### src/rtl/idu_pkg.sv
// rtl/idu_pkg.sv - shared opcodes, ALU encoding, masks, state enum and decode bundle
package idu_pkg;

  localparam logic [6:0] OPC_LUI    = 7'b0110111;
  localparam logic [6:0] OPC_AUIPC  = 7'b0010111;
  localparam logic [6:0] OPC_JAL    = 7'b1101111;
  localparam logic [6:0] OPC_JALR   = 7'b1100111;
  localparam logic [6:0] OPC_BRANCH = 7'b1100011;
  localparam logic [6:0] OPC_LOAD   = 7'b0000011;
  localparam logic [6:0] OPC_STORE  = 7'b0100011;
  localparam logic [6:0] OPC_OP_IMM = 7'b0010011;
  localparam logic [6:0] OPC_OP     = 7'b0110011;
  localparam logic [6:0] OPC_SYSTEM = 7'b1110011;

  localparam logic [31:0] INST_EBREAK = 32'h00100073;

  typedef enum logic [3:0] {
    ALU_ADD   = 4'd0,
    ALU_SUB   = 4'd1,
    ALU_SLL   = 4'd2,
    ALU_SLT   = 4'd3,
    ALU_SLTU  = 4'd4,
    ALU_XOR   = 4'd5,
    ALU_SRL   = 4'd6,
    ALU_SRA   = 4'd7,
    ALU_OR    = 4'd8,
    ALU_AND   = 4'd9,
    ALU_PASSB = 4'd10
  } alu_op_e;

  localparam logic [7:0] WMASK_NONE = 8'h00;
  localparam logic [7:0] WMASK_B    = 8'h01;
  localparam logic [7:0] WMASK_H    = 8'h03;
  localparam logic [7:0] WMASK_W    = 8'h0F;
  localparam logic [7:0] WMASK_D    = 8'hFF;

  typedef enum logic {
    ST_RUN  = 1'b0,
    ST_HALT = 1'b1
  } state_e;

  typedef struct packed {
    logic [4:0] rd;
    logic [4:0] rs1;
    logic [4:0] rs2;
    alu_op_e    alu_op;
    logic       need_imm;
    logic       reg_wen;
    logic       mem_ren;
    logic       mem_wen;
    logic       mem_unsigned;
    logic [7:0] wmask;
    logic       is_jal;
    logic       is_jalr;
    logic       is_branch;
    logic       is_auipc;
    logic       is_lui;
    logic       is_ebreak;
    logic [2:0] br_cond;
    logic       illegal;
  } dec_ctrl_t;

  // alt selects SUB/SRA; the caller decides when bit 30 is meaningful
  function automatic alu_op_e alu_from_funct3(input logic [2:0] f3, input logic alt);
    case (f3)
      3'b000:  return alt ? ALU_SUB : ALU_ADD;
      3'b001:  return ALU_SLL;
      3'b010:  return ALU_SLT;
      3'b011:  return ALU_SLTU;
      3'b100:  return ALU_XOR;
      3'b101:  return alt ? ALU_SRA : ALU_SRL;
      3'b110:  return ALU_OR;
      default: return ALU_AND;
    endcase
  endfunction

endpackage

### src/rtl/idu_decode_comb.sv
// rtl/idu_decode_comb.sv - combinational RV64I instruction-to-bundle decoder
module idu_decode_comb
  import idu_pkg::*;
#(
  parameter int XLEN = 64
) (
  input  logic [31:0]     inst,
  output dec_ctrl_t       ctrl,
  output logic [XLEN-1:0] imm
);

  logic [6:0]      opcode;
  logic [2:0]      funct3;
  logic [XLEN-1:0] imm_i, imm_s, imm_b, imm_u, imm_j;
  logic            legal;
  dec_ctrl_t       raw;
  logic [XLEN-1:0] raw_imm;

  assign opcode = inst[6:0];
  assign funct3 = inst[14:12];

  assign imm_i = {{(XLEN-12){inst[31]}}, inst[31:20]};
  assign imm_s = {{(XLEN-12){inst[31]}}, inst[31:25], inst[11:7]};
  assign imm_b = {{(XLEN-13){inst[31]}}, inst[31], inst[7], inst[30:25], inst[11:8], 1'b0};
  assign imm_u = {{(XLEN-32){inst[31]}}, inst[31:12], 12'h000};
  assign imm_j = {{(XLEN-21){inst[31]}}, inst[31], inst[19:12], inst[20], inst[30:21], 1'b0};

  always_comb begin
    raw     = '0;
    raw_imm = '0;
    legal   = 1'b0;
    raw.rd  = inst[11:7];
    raw.rs1 = inst[19:15];
    raw.rs2 = inst[24:20];
    raw.alu_op = ALU_ADD;
    case (opcode)
      OPC_LUI: begin
        legal = 1'b1; raw.is_lui = 1'b1; raw.alu_op = ALU_PASSB;
        raw.need_imm = 1'b1; raw.reg_wen = 1'b1; raw_imm = imm_u;
      end
      OPC_AUIPC: begin
        legal = 1'b1; raw.is_auipc = 1'b1;
        raw.need_imm = 1'b1; raw.reg_wen = 1'b1; raw_imm = imm_u;
      end
      OPC_JAL: begin
        legal = 1'b1; raw.is_jal = 1'b1; raw.reg_wen = 1'b1; raw_imm = imm_j;
      end
      OPC_JALR: begin
        legal = (funct3 == 3'b000); raw.is_jalr = 1'b1;
        raw.need_imm = 1'b1; raw.reg_wen = 1'b1; raw_imm = imm_i;
      end
      OPC_BRANCH: begin
        legal = (funct3[2:1] != 2'b01); raw.is_branch = 1'b1;
        raw.alu_op = ALU_SUB; raw.br_cond = funct3; raw_imm = imm_b;
      end
      OPC_LOAD: begin
        legal = (funct3 != 3'b111); raw.mem_ren = 1'b1; raw.mem_unsigned = funct3[2];
        raw.need_imm = 1'b1; raw.reg_wen = 1'b1; raw_imm = imm_i;
      end
      OPC_STORE: begin
        legal = !funct3[2]; raw.mem_wen = 1'b1; raw.need_imm = 1'b1; raw_imm = imm_s;
        case (funct3[1:0])
          2'b00:   raw.wmask = WMASK_B;
          2'b01:   raw.wmask = WMASK_H;
          2'b10:   raw.wmask = WMASK_W;
          default: raw.wmask = WMASK_D;
        endcase
      end
      OPC_OP_IMM: begin
        // Shift immediates carry a 6-bit shamt, so only inst[31:26] are funct bits
        case (funct3)
          3'b001:  legal = (inst[31:26] == 6'b000000);
          3'b101:  legal = (inst[31:26] == 6'b000000) || (inst[31:26] == 6'b010000);
          default: legal = 1'b1;
        endcase
        raw.alu_op = alu_from_funct3(funct3, (funct3 == 3'b101) && inst[30]);
        raw.need_imm = 1'b1; raw.reg_wen = 1'b1; raw_imm = imm_i;
      end
      OPC_OP: begin
        legal = (inst[31:25] == 7'b0000000) ||
                ((inst[31:25] == 7'b0100000) && ((funct3 == 3'b000) || (funct3 == 3'b101)));
        raw.alu_op = alu_from_funct3(funct3, inst[30]);
        raw.reg_wen = 1'b1;
      end
      OPC_SYSTEM: begin
        legal = (inst == INST_EBREAK); raw.is_ebreak = 1'b1;
      end
      default: legal = (inst == 32'h00000000);
    endcase
  end

  always_comb begin
    ctrl = raw;
    imm  = raw_imm;
    if (!legal) begin
      ctrl         = '0;
      ctrl.rd      = inst[11:7];
      ctrl.rs1     = inst[19:15];
      ctrl.rs2     = inst[24:20];
      ctrl.alu_op  = ALU_ADD;
      ctrl.illegal = 1'b1;
      imm          = '0;
    end
    if (ctrl.rd == 5'd0) ctrl.reg_wen = 1'b0;
  end

endmodule

### src/rtl/idu_stage.sv
// rtl/idu_stage.sv - registered decode stage: instruction queue, output register, run/halt FSM
module idu_stage
  import idu_pkg::*;
#(
  parameter int XLEN     = 64,
  parameter int PC_W     = 64,
  parameter int IQ_DEPTH = 4
) (
  input  logic            clk,
  input  logic            rst,
  input  logic            flush,
  input  logic            in_valid,
  output logic            in_ready,
  input  logic [31:0]     in_inst,
  input  logic [PC_W-1:0] in_pc,
  output logic            out_valid,
  input  logic            out_ready,
  output logic [PC_W-1:0] out_pc,
  output logic [4:0]      out_rd,
  output logic [4:0]      out_rs1,
  output logic [4:0]      out_rs2,
  output logic [XLEN-1:0] out_imm,
  output logic [3:0]      out_alu_op,
  output logic            out_need_imm,
  output logic            out_reg_wen,
  output logic            out_mem_ren,
  output logic            out_mem_wen,
  output logic            out_mem_unsigned,
  output logic [7:0]      out_wmask,
  output logic            out_is_jal,
  output logic            out_is_jalr,
  output logic            out_is_branch,
  output logic            out_is_auipc,
  output logic            out_is_lui,
  output logic            out_is_ebreak,
  output logic [2:0]      out_br_cond,
  output logic            out_illegal,
  output logic            halted
);

  localparam int PTR_W = $clog2(IQ_DEPTH);
  localparam int CNT_W = $clog2(IQ_DEPTH + 1);

  logic [31:0]      q_inst [IQ_DEPTH];
  logic [PC_W-1:0]  q_pc   [IQ_DEPTH];
  logic [PTR_W-1:0] head, tail;
  logic [CNT_W-1:0] count;

  state_e           state, state_nxt;
  dec_ctrl_t        dec_ctrl, ctrl_q;
  logic [XLEN-1:0]  dec_imm, imm_q;
  logic [PC_W-1:0]  pc_q;
  logic             valid_q;

  logic push, load, fire_out, halt_evt;

  idu_decode_comb #(.XLEN(XLEN)) u_decode (
    .inst (q_inst[head]),
    .ctrl (dec_ctrl),
    .imm  (dec_imm)
  );

  assign fire_out = valid_q && out_ready;
  assign halt_evt = fire_out && (ctrl_q.is_ebreak || ctrl_q.illegal);
  assign in_ready = (count != CNT_W'(IQ_DEPTH)) && (state == ST_RUN) && !flush;
  assign push     = in_valid && in_ready;
  // The halting bundle's own handshake cycle must not refill the register
  assign load     = (count != '0) && (!valid_q || out_ready) && (state == ST_RUN) &&
                    !halt_evt && !flush;

  always_ff @(posedge clk) begin
    if (state == ST_RUN && push) begin
      q_inst[tail] <= in_inst;
      q_pc[tail]   <= in_pc;
    end
  end

  always_ff @(posedge clk) begin
    if (rst || flush) begin
      head  <= '0;
      tail  <= '0;
      count <= '0;
    end else begin
      if (push) tail <= tail + 1'b1;
      if (load) head <= head + 1'b1;
      case ({push, load})
        2'b10:   count <= count + 1'b1;
        2'b01:   count <= count - 1'b1;
        default: count <= count;
      endcase
    end
  end

  always_ff @(posedge clk) begin
    if (rst) begin
      valid_q <= 1'b0;
      ctrl_q  <= '0;
      imm_q   <= '0;
      pc_q    <= '0;
    end else if (flush) begin
      valid_q <= 1'b0;
    end else if (load) begin
      valid_q <= 1'b1;
      ctrl_q  <= dec_ctrl;
      imm_q   <= dec_imm;
      pc_q    <= q_pc[head];
    end else if (fire_out) begin
      valid_q <= 1'b0;
    end
  end

  always_ff @(posedge clk) begin
    if (rst) state <= ST_RUN;
    else     state <= state_nxt;
  end

  always_comb begin
    state_nxt = state;
    case (state)
      ST_RUN:  if (halt_evt) state_nxt = ST_HALT;
      ST_HALT: state_nxt = ST_HALT;
      default: state_nxt = ST_RUN;
    endcase
  end

  assign halted           = (state == ST_HALT);
  assign out_valid        = valid_q;
  assign out_pc           = pc_q;
  assign out_imm          = imm_q;
  assign out_rd           = ctrl_q.rd;
  assign out_rs1          = ctrl_q.rs1;
  assign out_rs2          = ctrl_q.rs2;
  assign out_alu_op       = ctrl_q.alu_op;
  assign out_need_imm     = ctrl_q.need_imm;
  assign out_reg_wen      = ctrl_q.reg_wen;
  assign out_mem_ren      = ctrl_q.mem_ren;
  assign out_mem_wen      = ctrl_q.mem_wen;
  assign out_mem_unsigned = ctrl_q.mem_unsigned;
  assign out_wmask        = ctrl_q.wmask;
  assign out_is_jal       = ctrl_q.is_jal;
  assign out_is_jalr      = ctrl_q.is_jalr;
  assign out_is_branch    = ctrl_q.is_branch;
  assign out_is_auipc     = ctrl_q.is_auipc;
  assign out_is_lui       = ctrl_q.is_lui;
  assign out_is_ebreak    = ctrl_q.is_ebreak;
  assign out_br_cond      = ctrl_q.br_cond;
  assign out_illegal      = ctrl_q.illegal;

endmodule

### config.mk
export PLATFORM = sky130hd
export DESIGN_NAME = idu_stage
export DESIGN_NICKNAME = d
export VERILOG_FILES = /design/src/rtl/idu_pkg.sv /design/src/rtl/idu_decode_comb.sv /design/src/rtl/idu_stage.sv
export SDC_FILE = /design/constraint.sdc
export NUM_CORES = 1
export LEC_CHECK = 0
export ABC_AREA = 1
export BUFFER_PORTS_ARGS = -buffer_cell sky130_fd_sc_hd__buf_2
export CAP_MARGIN = 20
export CORE_UTILIZATION = 35
export DETAILED_ROUTE_END_ITERATION = 16
export GPL_ROUTABILITY_DRIVEN = 0
export SKIP_CTS_REPAIR_TIMING = 1
export SLEW_MARGIN = 10
export SYNTH_ARGS = -nofsm -noshare
export SYNTH_HDL_FRONTEND = slang
export SYNTH_SLANG_ARGS = --single-unit
### constraint.sdc
create_clock -name clk -period 6.14 [get_ports clk]
set_input_delay 0.921 -clock clk [delete_from_list [all_inputs] [get_ports clk]]
set_output_delay 0.921 -clock clk [all_outputs]
set_load 0.005 [all_outputs]
==> results of run 1 <==
-- worst max-delay path: stages (launching register included) --
cell     delay, ns
dfxtp_1       0.70
buf_4         0.44
nand3_1       0.12
nand2_1       0.11
nand2_1       0.13
nor2_2        0.22
nand2_1       0.16
nand3_1       0.15
nor2_1        0.06
nand2_1       0.05
nor2_1        0.06
nand2_2       0.70
o21ai_0       0.20
a21oi_1       0.17
-- metrics by stage --
stage | setup slack [ns] | total power, uW
finish | 2.78 | 7490
global route | 2.38 | 7740
CTS | 2.61 | 7570
detailed placement | 2.57 | 4300
global placement | 2.59 | 4290
floorplan | 0.0439 | 4150
-- placed cells by master (no fill, tap or decap), types with 3 or more instances in the layout --
cell        count
o21a_1          3
nand3_2        12
ha_1            5
nand2_2        13
o21ai_0       225
clkinv_1       11
buf_12          5
clkbuf_8        5
nor2_1        309
o22ai_1         4
bufinv_16       3
nor2_2          5
clkbuf_16      56
inv_2           5
inv_1          34
a31oi_1        65
nand2_1       322
clkbuf_1        9
dfxtp_1       141
o31ai_1         4
buf_4          10
clkinv_2       10
edfxtp_1      384
inv_6           4
clkinvlp_4      3
nand3_1        98
buf_2         273
a21oi_1        75
nor2_4          7
-- Yosys cell counts, types with 2 or more instances --
| library cell | n |
|---|---|
| a31oi_1 | 65 |
| o21a_1 | 3 |
| o21ai_1 | 2 |
| o211ai_1 | 2 |
| nor2_1 | 313 |
| o22ai_1 | 4 |
| buf_1 | 15 |
| nand3_2 | 12 |
| clkbuf_1 | 65 |
| edfxtp_1 | 384 |
| buf_2 | 14 |
| inv_2 | 4 |
| dfxtp_1 | 144 |
| nor2_2 | 5 |
| o21ai_0 | 225 |
| a311oi_1 | 2 |
| nand3_1 | 98 |
| ha_1 | 5 |
| a21oi_1 | 75 |
| inv_1 | 37 |
| buf_4 | 41 |
| nor3_1 | 2 |
| nand2_1 | 323 |
| buf_6 | 10 |
| nand2_2 | 12 |
| nor2_4 | 3 |
| o31ai_1 | 4 |
-- registers in the layout, indices dropped and copies added (netlist names), 2 cells and up, named ones only --
signal,cells
count,3
head,2
out_alu_op,4
out_br_cond,3
out_imm,32
out_pc,64
out_rd,5
out_rs1,5
out_rs2,5
out_wmask,4
q_inst,128
q_pc,256
tail,2
-- power by group through the flow --
stage	logic, uW	clock network [uW]	registers (uW)
final	303	3270	3920
after global routing	339	3480	3920
after CTS	308	3350	3920
after detailed placement	306	0	3990
after global placement	300	0	3990
after floorplan	157	0	4000
-- final cells by class --
class | instances | area (um2)
fillers | 5502 | 33900
flip-flops and latches | 528 | 14400
multi-input cells | 1163 | 5340
repair buffers | 288 | 1540
clock buffers | 71 | 1510
well taps | 765 | 957
clock inverters | 32 | 274
inverters | 43 | 170
diodes | 2 | 5.00
-- worst max-delay path by stage --
stage | to | slack, ns | cells past startpoint
6_report | out_alu_op[1] | 2.78 | 13
3_3_place_gp | q_pc[3][28] | 2.59 | 5
3_5_place_dp | q_pc[1][26] | 2.57 | 5
5_1_grt | out_imm[19] | 2.38 | 13
4_1_cts | out_alu_op[1] | 2.61 | 15
2_1_floorplan | q_inst[0][0] | 0.04 | 3
-- per-layer routing --
layer | vias to the layer above | GRT usage [%]
met5 | - | 0
met3 | 111 | 4.68
met1 | 6900 | 21.3
met2 | 436 | 30.2
li1 | 6919 | -
met4 | 18 | 5.63
-- cells by family after synthesis --
| family | synth area share, % |
|---|---|
| flip-flops | 69.6 |
| buffers and inverters | 4.78 |
| AND/OR/NAND/NOR | 15.4 |
| adder cells (fa/ha/maj) | 0.399 |
| AO/OA/AOI/OAI | 9.83 |
==> results.json, run 1 <==
{
  "worst_pin_slew_ns": 1.02,
  "timing.hold.ws_ns": 0.461,
  "status": "finished clean",
  "p_per_area_nw_per_um2": 309,
  "highest_layer": "met5",
  "drive_gt1_share_pct": 19.9,
  "hold_viol": 0,
  "num-nets-final": 2187,
  "ant_nets": 0,
  "place_area_um2": 22400,
  "p_clk_share_pct": 43.6,
  "grt_util_all_layers_pct": 17.6,
  "synth_edf_count": 384,
  "synth.avg_cell_area_um2": 11.0,
  "drt_wl_total_um": 53600,
  "wl_met3_um": 3830,
  "required_ns": 6.68,
  "ys_ff_latch": 528,
  "cts_tree": "done",
  "die_x_um": 245,
  "clock_latency_ns": 0.62,
  "hp-start": "out_imm[28]",
  "antenna_found_initial": 15,
  "hold_depth": 2,
  "netSwitchingFraction_pct": 21.9,
  "wl_met2_um": 26200,
  "yosysTopAreaCell": "edfxtp_1",
  "syn_area_um2": 20700,
  "numCtsBuffers": 56,
  "die_h_um": 245,
  "overflow": 0,
  "fin_area_um2": 24200,
  "async_flop_share_pct": 0,
  "dp.cells": 2786,
  "p_leak_uw": 0.00920,
  "numClockSinks": 528,
  "layout_worst_path_cycle_share_pct": 54.8,
  "ir_drop_uv": 253,
  "seq_area_frac_synth_pct": 69.6,
  "r2r_setup_slack_ns": 2.78,
  "rsz0062_at_grt": "no",
  "finalSetupTns_ns": 0,
  "slew_viol_final": 0,
  "drtPass1Iterations": 6,
  "wl_met1_um": 22100,
  "syn_inst": 1881,
  "combPwrFrac_pct": 4.1,
  "fmax_mhz": 297,
  "period_needed_ns": 3.36,
  "synth_nets": 1988,
  "core_um2": 58100,
  "crit_type": "register to register",
  "io_pins": 274,
  "post-route-util_pct": 41.7,
  "wl_per_cell_um": 18.5,
  "area_growth_pct": 16.9,
  "clk_pin_slew_ns": 0.06,
  "grt_first_pass_wirelength_um": 80800,
  "critPathMaxFanout": 47,
  "power_frac_seq_pct": 52.3,
  "clockBufferDepth": 3,
  "grt_max_degree": 104,
  "power_switching_uw": 1640,
  "finalClockSkew_ns": 0.0238,
  "drt_iter0_markers": 916,
  "io_buffers": 273,
  "p_int_uw": 5850,
  "min_to": "out_imm[28]",
  "drcViolationCount": 0,
  "ys_warn_count": 0,
  "yosysTopAreaCellShare_pct": 55.7,
  "critPathCaptureType": "register",
  "crit_arrival_ns": 3.90,
  "ys.flop_type": "edfxtp_1",
  "maxCapViolCount": 0,
  "dp_hpwl_um": 31500,
  "via_per_inst": 4.97,
  "yosysUniqueCellTypes": 39,
  "rows": 88,
  "setup_violations": 0,
  "final_cells": 2892,
  "cts_root_buffer": "clkbuf_16",
  "htreeDepth": 2,
  "startpoint_type": "register",
  "grt_pass1_vias": 13700,
  "hold_class": "register to register",
  "num_vias": 14400,
  "relSlewSlack_pct": 32.1,
  "ys_top_cells_by_area": "edfxtp_1, dfxtp_1, nand2_1",
  "initial_utilization_pct": 35.6,
  "r2r_cells": 13,
  "die_area_um2": 60200,
  "timing.rr.end": "out_alu_op[1]"
}
(Power assumes the default switching activity.)
==> run 2, diff against run 1 <==
==> constraint.sdc (replaced) <==
create_clock -name clk -period 2.75 [get_ports clk]
set_input_delay 0.4125 -clock clk [delete_from_list [all_inputs] [get_ports clk]]
set_output_delay 0.4125 -clock clk [all_outputs]
set_load 0.005 [all_outputs]
==> results.json, run 2 (synthesized netlist as in run 1, its figures left out) <==
{
  "core_um2": 58100,
  "ir_drop_uv": 641,
  "die_x_um": 245,
  "critPathBufInv": 2,
  "p_clk_share_pct": 45.6,
  "p_int_uw": 13800,
  "r2r_setup_slack_ns": 0.27,
  "grt_max_degree": 183,
  "cp_cell_sequence": "inv_2 > buf_12 > nand2_1 > nand2_1 > nand2_1 > nand2_1 > nand2_1 > nor2_4 > nand2_2 > nor2_1 > nor2_1 > nand2_1 > nand2_1 > o21ai_0 > nand3_2 > a21oi_1",
  "drive_gt1_share_pct": 20.6,
  "hold_viol": 0,
  "via_per_inst": 4.93,
  "numClockSinks": 528,
  "crit_family": "simple AND/OR/NAND/NOR gates",
  "p_per_area_nw_per_um2": 696,
  "clockBufferDepth": 3,
  "cpMostUsedCell": "nand2_1",
  "max_stage_delay_ns": 0.34,
  "io_buffers": 273,
  "fillCellCount": 5443,
  "fmax_mhz": 403,
  "ant_nets": 0,
  "mostFrequentLayoutCells": "edfxtp_1, nand2_1, nor2_1",
  "clock_latency_ns": 0.60,
  "rsz0062_at_grt": "no",
  "status": "finished clean",
  "finalClockSkew_ns": 0.0129,
  "overflow": 0,
  "grt_util_all_layers_pct": 17.5,
  "relSlewSlack_pct": 33.9,
  "final_cells": 2951,
  "maxCapViolCount": 0,
  "dp_hpwl_um": 32300,
  "dp.cells": 2807,
  "wl_per_cell_um": 18.0,
  "drt_wl_total_um": 53000,
  "layout_setup_ws_ns": 0.271,
  "hp-start": "in_pc[61]",
  "htreeDepth": 2,
  "required_ns": 3.28,
  "period_needed_ns": 2.48,
  "area_growth_pct": 21.0,
  "numCtsBuffers": 56,
  "drcViolationCount": 0,
  "power_switching_uw": 3690,
  "slew_viol_final": 0,
  "crit_arrival_ns": 3.01,
  "combPwrFrac_pct": 4.3,
  "largest-register": "q_pc",
  "worst_pin_slew_ns": 0.992,
  "setup_violations": 0,
  "crit_type": "register to register",
  "mostFrequentLayoutCell": "edfxtp_1",
  "antenna_found_initial": 10,
  "netSwitchingFraction_pct": 21.1,
  "drt_iter0_markers": 887,
  "die_h_um": 245,
  "io_pins": 274,
  "clk_pin_slew_ns": 0.06,
  "num_vias": 14500,
  "power_frac_seq_pct": 50.1,
  "p_leak_uw": 0.00957,
  "num-nets-final": 2242,
  "startpoint_type": "register",
  "layout_worst_path_cycle_share_pct": 90.2,
  "drtPass1Iterations": 5,
  "cts_tree": "done",
  "grt_first_pass_wirelength_um": 80800,
  "initial_utilization_pct": 35.6,
  "critPathCaptureType": "register",
  "cts_root_buffer": "clkbuf_16",
  "critPathMaxFanout": 44,
  "rows": 88,
  "largest_reg_flops": 256,
  "grt_pass1_vias": 14000,
  "hold_class": "primary input to register",
  "die_area_um2": 60200,
  "critPathSlowestCell": "dfxtp_2",
  "preCtsSetupSlack_ns": 0.261,
  "finalSetupTns_ns": 0
}
-- run 2: cell type report --
class / instances / area [um2] / area share, %
clock inverters: 42 / 529 / 2.11
well taps: 765 / 957 / 3.82
flip-flops and latches: 528 / 14400 / 57.5
multi-input cells: 1163 / 5370 / 21.4
inverters: 43 / 170 / 0.679
diodes: 4 / 10.0 / 0.0399
repair buffers: 343 / 2170 / 8.65
clock buffers: 63 / 1440 / 5.74
-- run 2: final timing paths --
check	end	cells after the start
worst max-delay path	out_imm[16]	16
worst min register to register	out_imm[9]	2
worst min-delay path	q_pc[1][61]	1
worst max register to register	out_imm[16]	16
-- run 2: routing by layer --
layer / GRT usage (%) / up-vias / routed length (um)
met3: 5.22 / 97 / 4190
met2: 29.7 / 464 / 25700
met1: 21.2 / 6922 / 21700
met4: 5.53 / 8 / 1270
li1: - / 7044 / -
met5: 0 / - / 50
-- run 2: worst reg2reg max path, delay by kind of cell (launching register included) --
kind	cells	cell delay (ns)
buf+inv	2	0.29
compound gates	2	0.36
simple gates	12	1.44
flops	1	0.34
-- run 2: metrics by stage --
| step | power [uW] | hold WS (ns) | instance area, um2 | util (%) |
|---|---|---|---|---|
| 6_report | 17500 | 0.0260 | 25100 | 43.1 |
| 5_1_grt | 18100 | 0.00135 | 25100 | 43.1 |
| 4_1_cts | 17600 | -0.0241 | 24700 | 42.5 |
| 3_5_place_dp | 9620 | 0.454 | 22700 | 39.1 |
| 3_3_place_gp | 9610 | 0.455 | 22700 | 39.1 |
| 2_1_floorplan | 9270 | 0.462 | 20800 | - |
-- run 2: power groups by stage --
stage	Combinational, uW	Sequential, uW	Clock, uW
global placement	696	8910	0
finish	746	8740	7960
global route	832	8750	8480
detailed placement	711	8910	0
floorplan	356	8910	0
CTS	715	8740	8160
